## src/rtl/tx_signal_watchdog.sv

```systemverilog
// tx_signal_watchdog
// ------------------
// Watches the baseband IQ stream leaving the OFDM transmitter and raises a
// registered abort when the stream looks wrong. Three detectors run while a
// packet is active:
//   - DC bias: running sum of per-sample signs over a sliding window of
//     2^LOG2_SUM_LEN samples, per channel; armed once the window has filled.
//   - zero run: consecutive all-zero samples (build option, see below).
//   - length: sample count versus the length latched at packet start
//     (overrun at any time, underrun when the packet ends).
//
// Build option:
//   OPENOFDM_TX_WATCHDOG_ZERO_RUN_EN  when defined, the zero-run detector is
//                                     built; otherwise abort_cause[1] is tied 0
//                                     and zero_run_th is ignored.
//
// Ports:
//   clk, rstn           clock, asynchronous active-low reset
//   enable              watchdog enable; low forces idle and suppresses aborts
//   tx_start, tx_end    single-cycle packet start / end pulses
//   i_data, q_data      signed samples, qualified by iq_valid
//   expected_len        packet length in samples, latched at tx_start
//   len_margin          length tolerance in samples
//   dc_running_sum_th   signed DC threshold on |sum_i| / |sum_q|
//   zero_run_th         zero-run threshold, 0 disables
//   tx_abort            abort request, high for ABORT_HOLD cycles per event
//   abort_cause         {length, zero run, DC}, latched until the next packet
//   abort_count         saturating count of abort events

module tx_signal_watchdog #(
  parameter int IQ_DATA_WIDTH = 16,
  parameter int LOG2_SUM_LEN  = 6,
  parameter int LEN_WIDTH     = 16,
  parameter int ABORT_HOLD    = 16
) (
  input  logic                            clk,
  input  logic                            rstn,
  input  logic                            enable,
  input  logic                            tx_start,
  input  logic                            tx_end,
  input  logic signed [IQ_DATA_WIDTH-1:0] i_data,
  input  logic signed [IQ_DATA_WIDTH-1:0] q_data,
  input  logic                            iq_valid,
  input  logic        [LEN_WIDTH-1:0]     expected_len,
  input  logic        [7:0]               len_margin,
  input  logic signed [LOG2_SUM_LEN+1:0]  dc_running_sum_th,
  input  logic        [7:0]               zero_run_th,
  output logic                            tx_abort,
  output logic        [2:0]               abort_cause,
  output logic        [15:0]              abort_count
);

  localparam int unsigned WIN = 1 << LOG2_SUM_LEN;
  localparam int SW  = LOG2_SUM_LEN + 2;
  localparam int FW  = LOG2_SUM_LEN + 1;
  localparam int LW1 = LEN_WIDTH + 1;
  localparam int HW  = (ABORT_HOLD > 1) ? $clog2(ABORT_HOLD + 1) : 1;

  typedef enum logic [1:0] {
    S_IDLE,
    S_ACTIVE,
    S_ABORT_HOLD
  } state_t;

  state_t state, state_nxt;

  logic [HW-1:0]        hold_cnt;
  logic                 clear_pkt;
  logic                 abort_evt;
  logic                 acc;
  logic                 end_q;
  logic                 fake_neg;

  logic [1:0]           sr_i [WIN];
  logic [1:0]           sr_q [WIN];
  logic signed [SW-1:0] sum_i, sum_q;
  logic signed [SW-1:0] abs_i, abs_q;
  logic [FW-1:0]        fill;
  logic [LEN_WIDTH-1:0] sample_cnt;
  logic [LEN_WIDTH-1:0] exp_q;

  logic [1:0]           sgn_i, sgn_q;
  logic [LW1-1:0]       len_hi;
  logic [LEN_WIDTH-1:0] len_lo;
  logic                 viol_dc, viol_zero, viol_len, viol_any;

  // 2-bit sign code: 2'b01 = +1, 2'b11 = -1. Zero uses the alternating fake
  // sign so a silent stream does not accumulate as DC.
  function automatic logic [1:0] sign_of(input logic signed [IQ_DATA_WIDTH-1:0] x,
                                         input logic fake);
    if (x == '0) return fake ? 2'b11 : 2'b01;
    else if (x[IQ_DATA_WIDTH-1]) return 2'b11;
    else return 2'b01;
  endfunction

  function automatic logic signed [SW-1:0] sext(input logic [1:0] s);
    return {{(SW-2){s[1]}}, s};
  endfunction

  assign sgn_i = sign_of(i_data, fake_neg);
  assign sgn_q = sign_of(q_data, fake_neg);

  // ---------------------------------------------------------------------------
  // Violation evaluation on registered packet state
  // ---------------------------------------------------------------------------
  assign abs_i   = sum_i[SW-1] ? -sum_i : sum_i;
  assign abs_q   = sum_q[SW-1] ? -sum_q : sum_q;
  assign viol_dc = (fill == FW'(WIN)) &&
                   ((abs_i >= dc_running_sum_th) || (abs_q >= dc_running_sum_th));

  // Upper bound is one bit wider so expected_len + margin cannot wrap.
  assign len_hi   = {1'b0, exp_q} + LW1'(len_margin);
  assign len_lo   = (exp_q > LEN_WIDTH'(len_margin)) ? exp_q - LEN_WIDTH'(len_margin) : '0;
  assign viol_len = ({1'b0, sample_cnt} > len_hi) || (end_q && (sample_cnt < len_lo));

`ifdef OPENOFDM_TX_WATCHDOG_ZERO_RUN_EN
  logic [7:0] zero_run;

  assign viol_zero = (zero_run_th != '0) && (zero_run >= zero_run_th);

  always_ff @(posedge clk or negedge rstn) begin
    if (!rstn) begin
      zero_run <= '0;
    end else if (clear_pkt) begin
      zero_run <= '0;
    end else if (acc) begin
      if ((i_data == '0) && (q_data == '0)) begin
        if (zero_run != '1) zero_run <= zero_run + 8'd1;
      end else begin
        zero_run <= '0;
      end
    end
  end
`else
  logic unused_zero_run_th;

  assign unused_zero_run_th = ^zero_run_th;
  assign viol_zero          = 1'b0;
`endif

  assign viol_any = viol_dc | viol_zero | viol_len;

  // ---------------------------------------------------------------------------
  // FSM
  // ---------------------------------------------------------------------------
  always_comb begin
    state_nxt = state;
    clear_pkt = 1'b0;
    abort_evt = 1'b0;
    if (!enable) begin
      state_nxt = S_IDLE;
    end else begin
      case (state)
        S_IDLE: begin
          if (tx_start) begin
            state_nxt = S_ACTIVE;
            clear_pkt = 1'b1;
          end
        end
        S_ACTIVE: begin
          // A violation already present in the registered state is reported
          // before a restart can discard it; restart outranks a pending end.
          if (viol_any) begin
            state_nxt = S_ABORT_HOLD;
            abort_evt = 1'b1;
          end else if (tx_start) begin
            clear_pkt = 1'b1;
          end else if (end_q) begin
            state_nxt = S_IDLE;
          end
        end
        S_ABORT_HOLD: begin
          if (hold_cnt == '0) state_nxt = S_IDLE;
        end
        default: state_nxt = S_IDLE;
      endcase
    end
  end

  // Samples are accumulated only while the packet stays active this cycle.
  assign acc = iq_valid && (state == S_ACTIVE) && (state_nxt == S_ACTIVE) && !clear_pkt;

  always_ff @(posedge clk or negedge rstn) begin
    if (!rstn) begin
      state       <= S_IDLE;
      hold_cnt    <= '0;
      tx_abort    <= 1'b0;
      abort_cause <= '0;
      abort_count <= '0;
    end else begin
      state    <= state_nxt;
      tx_abort <= (state_nxt == S_ABORT_HOLD);
      if (abort_evt) begin
        hold_cnt <= HW'(ABORT_HOLD - 1);
      end else if ((state == S_ABORT_HOLD) && (hold_cnt != '0)) begin
        hold_cnt <= hold_cnt - HW'(1);
      end
      if (clear_pkt) begin
        abort_cause <= '0;
      end else if (abort_evt) begin
        abort_cause <= {viol_len, viol_zero, viol_dc};
        if (abort_count != '1) abort_count <= abort_count + 16'd1;
      end
    end
  end

  // ---------------------------------------------------------------------------
  // Per-packet datapath
  // ---------------------------------------------------------------------------
  always_ff @(posedge clk or negedge rstn) begin
    if (!rstn) begin
      fake_neg   <= 1'b0;
      end_q      <= 1'b0;
      sum_i      <= '0;
      sum_q      <= '0;
      fill       <= '0;
      sample_cnt <= '0;
      exp_q      <= '0;
      for (int unsigned n = 0; n < WIN; n++) begin
        sr_i[n] <= '0;
        sr_q[n] <= '0;
      end
    end else begin
      if (iq_valid) fake_neg <= ~fake_neg;

      // tx_end is registered so underrun is judged on the final count,
      // including a sample that arrives with the end pulse.
      end_q <= (state_nxt == S_ACTIVE) && !clear_pkt && (end_q || tx_end);

      if (clear_pkt) begin
        sum_i      <= '0;
        sum_q      <= '0;
        fill       <= '0;
        sample_cnt <= '0;
        exp_q      <= expected_len;
        for (int unsigned n = 0; n < WIN; n++) begin
          sr_i[n] <= '0;
          sr_q[n] <= '0;
        end
      end else if (acc) begin
        // Cleared window slots hold 0, so the sum stays exact during fill.
        sum_i <= sum_i + sext(sgn_i) - sext(sr_i[WIN-1]);
        sum_q <= sum_q + sext(sgn_q) - sext(sr_q[WIN-1]);
        sr_i[0] <= sgn_i;
        sr_q[0] <= sgn_q;
        for (int unsigned n = 1; n < WIN; n++) begin
          sr_i[n] <= sr_i[n-1];
          sr_q[n] <= sr_q[n-1];
        end
        if (fill != FW'(WIN)) fill <= fill + FW'(1);
        if (sample_cnt != '1) sample_cnt <= sample_cnt + LEN_WIDTH'(1);
      end
    end
  end

endmodule

```

## config.mk

```make
export PLATFORM = sky130hd
export DESIGN_NAME = tx_signal_watchdog
export DESIGN_NICKNAME = d
export VERILOG_FILES = /design/src/rtl/tx_signal_watchdog.sv
export SDC_FILE = /design/constraint.sdc
export NUM_CORES = 1
export LEC_CHECK = 0
export ABC_AREA = 1
export BUFFER_PORTS_ARGS = -buffer_cell sky130_fd_sc_hd__buf_4
export CAP_MARGIN = 20
export CORE_ASPECT_RATIO = 1.1
export CORE_MARGIN = 2
export CORE_UTILIZATION = 56
export CTS_CLUSTER_SIZE = 30
export DETAILED_ROUTE_END_ITERATION = 7
export GPL_ROUTABILITY_DRIVEN = 0
export PLACE_DENSITY = 0.77
export SLEW_MARGIN = 20
export SYNTH_ARGS = -nofsm -noshare
export SYNTH_HDL_FRONTEND = slang
export SYNTH_SLANG_ARGS = --single-unit
```

## constraint.sdc

```tcl
create_clock -name clk -period 3.6 [get_ports clk]
set_input_delay 0.36 -clock clk [delete_from_list [all_inputs] [get_ports clk]]
set_output_delay 0.36 -clock clk [all_outputs]
set_load 0.05 [all_outputs]
```

==> impl_results.md <==
* Top Family by Delay on Critical Path: simple AND/OR/NAND/NOR gates
* Fmax at approximately 0.24 GHz
* Nature of the critical path endpoint: flop
* Max_cap viols at 0
* Synth Instances at 1929
* Remaining antenna violation count at 0
* Ports at between 90 and 100
* Clock skew at about 17 ps
* Multi-input gate area at ~8200 um2
* Final nets at about 2300
* Post-route DRC at 0
* Layout cells sized above 1 at a little over a fifth
* RSZ-0062 raised after global routing: true
* Initial antenna violation count at 0
* Yosys cell types at 43
* WP data arrival at about 4700 ps
* Setup TNS at -127580 ps
* Mapped Area at about 16000 um2
* Dpl hpwl at ~24 mm
* Final period util at 117%
* Kind of critical path: flop to flop
* Buf+Inv Stages, Crit Path at 4
* CTS root buf: clkbuf_16
* Failing checks: setup timing
* Clock sinks at ~280
* Worst path most repeated cell: nand2_1
* Largest net degree at the start of global routing at 114
* Die ar. at 29600 um2
* Area post-placement at about 18000 um2
* Clk_lat worst skew at slightly below 600 ps
* Port buffer count at just under 90
* Ys Warns at 0
* Predominant post-synthesis flop cell: dfrtp_1
* Slowest stage delay, CP at 410 ps
* CP startpoint: exp_q[1]
* Fillers at just under 2000
* Cell with the most instances after synthesis: nand3_1
* Leakage power at 10.3 nW
* Non-Filler Instances at ~2500
* Global-route wire length before repair at between 60 and 70 mm
* Worst IR Drop VDD at 466 uV
* Hold Crit Class: primary input to flop
* R2R Path Start: exp_q[1]
* CTS tree: built
* Chip height at 180 um
* Total global-route track usage at about a quarter
* Grt total ovfl at 0
* PwrDens at roughly 560 nW/um2
* Largest area contributor in the netlist: dfrtp_1
* Vias in the first global route at 13761
* Max_slew headroom at between 30% and 40%
* Final WS setup at -594 ps
* Top cell type's share of synthesized area at roughly 44%
* Synth Register Bits at ~280
* Startpoint type of the worst setup path: flop
* N_diodes at 0
* Sequential-to-total area share from yosys stat at a little over two fifths
* Setup WS pre-CTS at -612 ps
* Post-synth EDFFs at 0
* DR vias at ~14000
* Worst-path clk slew at 60 ps
* Drt pass-1 iters at 6
* Instance count on the critical path at 28
* CP required at around 4100 ps
* Average size of a mapped cell at between 8 and 9 um2
* Rows at 64
* Die Wd at approximately 160 um
* Hold Vio Cnt, Final at 0
* End of the critical path: sr_i[5]
* Synth cell count leaders: nand3_1, nand2_1, dfrtp_1
* Reg area at roughly 7000 um2
* Wire length per cell at 15.9 um
* Starting density of the core at ~57%
* CP max-delay cell: dfrtp_1
* CTS Buffer Depth at 3
* Status: finished with violations
* Placed insts at around 2400
* Worst R2R Path Depth at 28
* Async SR Flop Fraction at 100%
* Core area at ~28000 um2
* R2R Setup Slk at -590 ps
* Area growth, synth to finish at 26.0%
* Synth area leaders: dfrtp_1, nand3_1, nand2_1
* Count of pins over their slew limit at 0
* Crit-path max FO at 6
* Via density per instance at between 5 and 6
* Cts bufs inserted at 29
* Post-layout instance area at between 15000 and 20000 um2
* Least-Margin Pin Slew at just under 1000 ps
* # H-tree levels at 1
* Final WL at between 30 and 40 mm
* R2R Path End: sr_i[5]
* Tmin final at between 4000 and 5000 ps
* Syn_nets at ~2100
* DRT iter0 DRCs at ~1400
* Setup-failing EPs final at 271
routing by layer:
layer  global-route usage, %  share of wire, %  up-vias
met2                    43.9                51      437
met1                    33.5                42     6937
met5                       0                 0        -
li1                        -                 -     6769
met4                    7.51               2.7        0
met3                    2.95               4.4      100
metrics by stage:
step	util, %	hold slack, ps	power (W)
2_1_floorplan	-	64.4	0.00646
4_1_cts	69.2	16.4	0.0110
3_3_place_gp	63.6	458	0.00746
3_5_place_dp	63.6	484	0.00764
6_report	71.7	29.1	0.0112
5_1_grt	71.7	15.8	0.0120
cells in the final DEF (no fill, tap or decap), types with 10 or more instances in the layout:
| cell | Yosys | final |
|---|---|---|
| nand3_1 | 505 | 434 |
| nand2_1 | 423 | 409 |
| dfrtp_1 | 275 | 275 |
| buf_4 | 3 | 186 |
| inv_1 | 144 | 139 |
| nand3_2 | 11 | 81 |
| ha_1 | 86 | 80 |
| a21oi_1 | 77 | 71 |
| nor2_1 | 73 | 69 |
| xor2_1 | 49 | 48 |
| clkbuf_16 | 0 | 37 |
| buf_12 | 0 | 32 |
| xnor2_1 | 24 | 24 |
| o21ai_0 | 26 | 21 |
| nand4_1 | 18 | 18 |
| nand2_2 | 6 | 18 |
| nor4_1 | 16 | 15 |
| nor3_1 | 17 | 14 |
| buf_16 | 0 | 14 |
| fa_1 | 14 | 13 |
| o21ai_1 | 8 | 10 |
power by group:
| group | internal (W) | switching (W) |
|---|---|---|
| Combinational | 0.00190 | 0.00240 |
| Sequential | 0.00342 | 0.000405 |
| Clock | 0.00180 | 0.00131 |
| Total | 0.00712 | 0.00412 |
how the worst min path moves through the flow:
stage | from | endpoint | slack, ps | cells after the start
after floorplan | rstn | abort_cause[0] | 60 | 0
after global routing | iq_valid | fake_neg | 20 | 2
after detailed placement | sr_i[123] | sr_i[121] | 480 | 2
after CTS | iq_valid | fake_neg | 20 | 2
after global placement | fake_neg | fake_neg | 460 | 1
final | iq_valid | fake_neg | 30 | 2
state kept, by name (all words and copies together) (netlist names), 2 cells and up:
register and cells:
sample_cnt 16, sum_q 8, exp_q 16, sr_q 64
sum_i 8, sr_i 128, abort_count 16, abort_cause 2
state 2, fill 7, hold_cnt 5
final cells by class:
type	instances	share of cell area, %
Multi-Input combinational cell	1390	41.4
Clock buffer	42	4.29
Sequential cell	275	34.6
Tap cell	363	2.28
Inverter	149	2.84
Timing Repair Buffer	252	13.9
Clock inverter	12	0.672
logic make-up after synthesis:
group	count (synthesis)	synth area share, %
xor+xnor	73	4.05
simple gates	1087	31.5
compound gates	129	4.38
other cells	1	0.0237
buf+inv	264	7.86
flops	275	43.6
fa+ha+maj	100	8.58
repair_timing:
action                                  CTS  global route
endpoints found under the setup margin  273           274
pin swaps                                23            49
gates cloned                              7            12
hold buffers                              4             0
gates resized for setup                  40            84
buffers inserted                         17             3
hold endpoints to repair                112             0
Power figures use the tool's default switching activity.
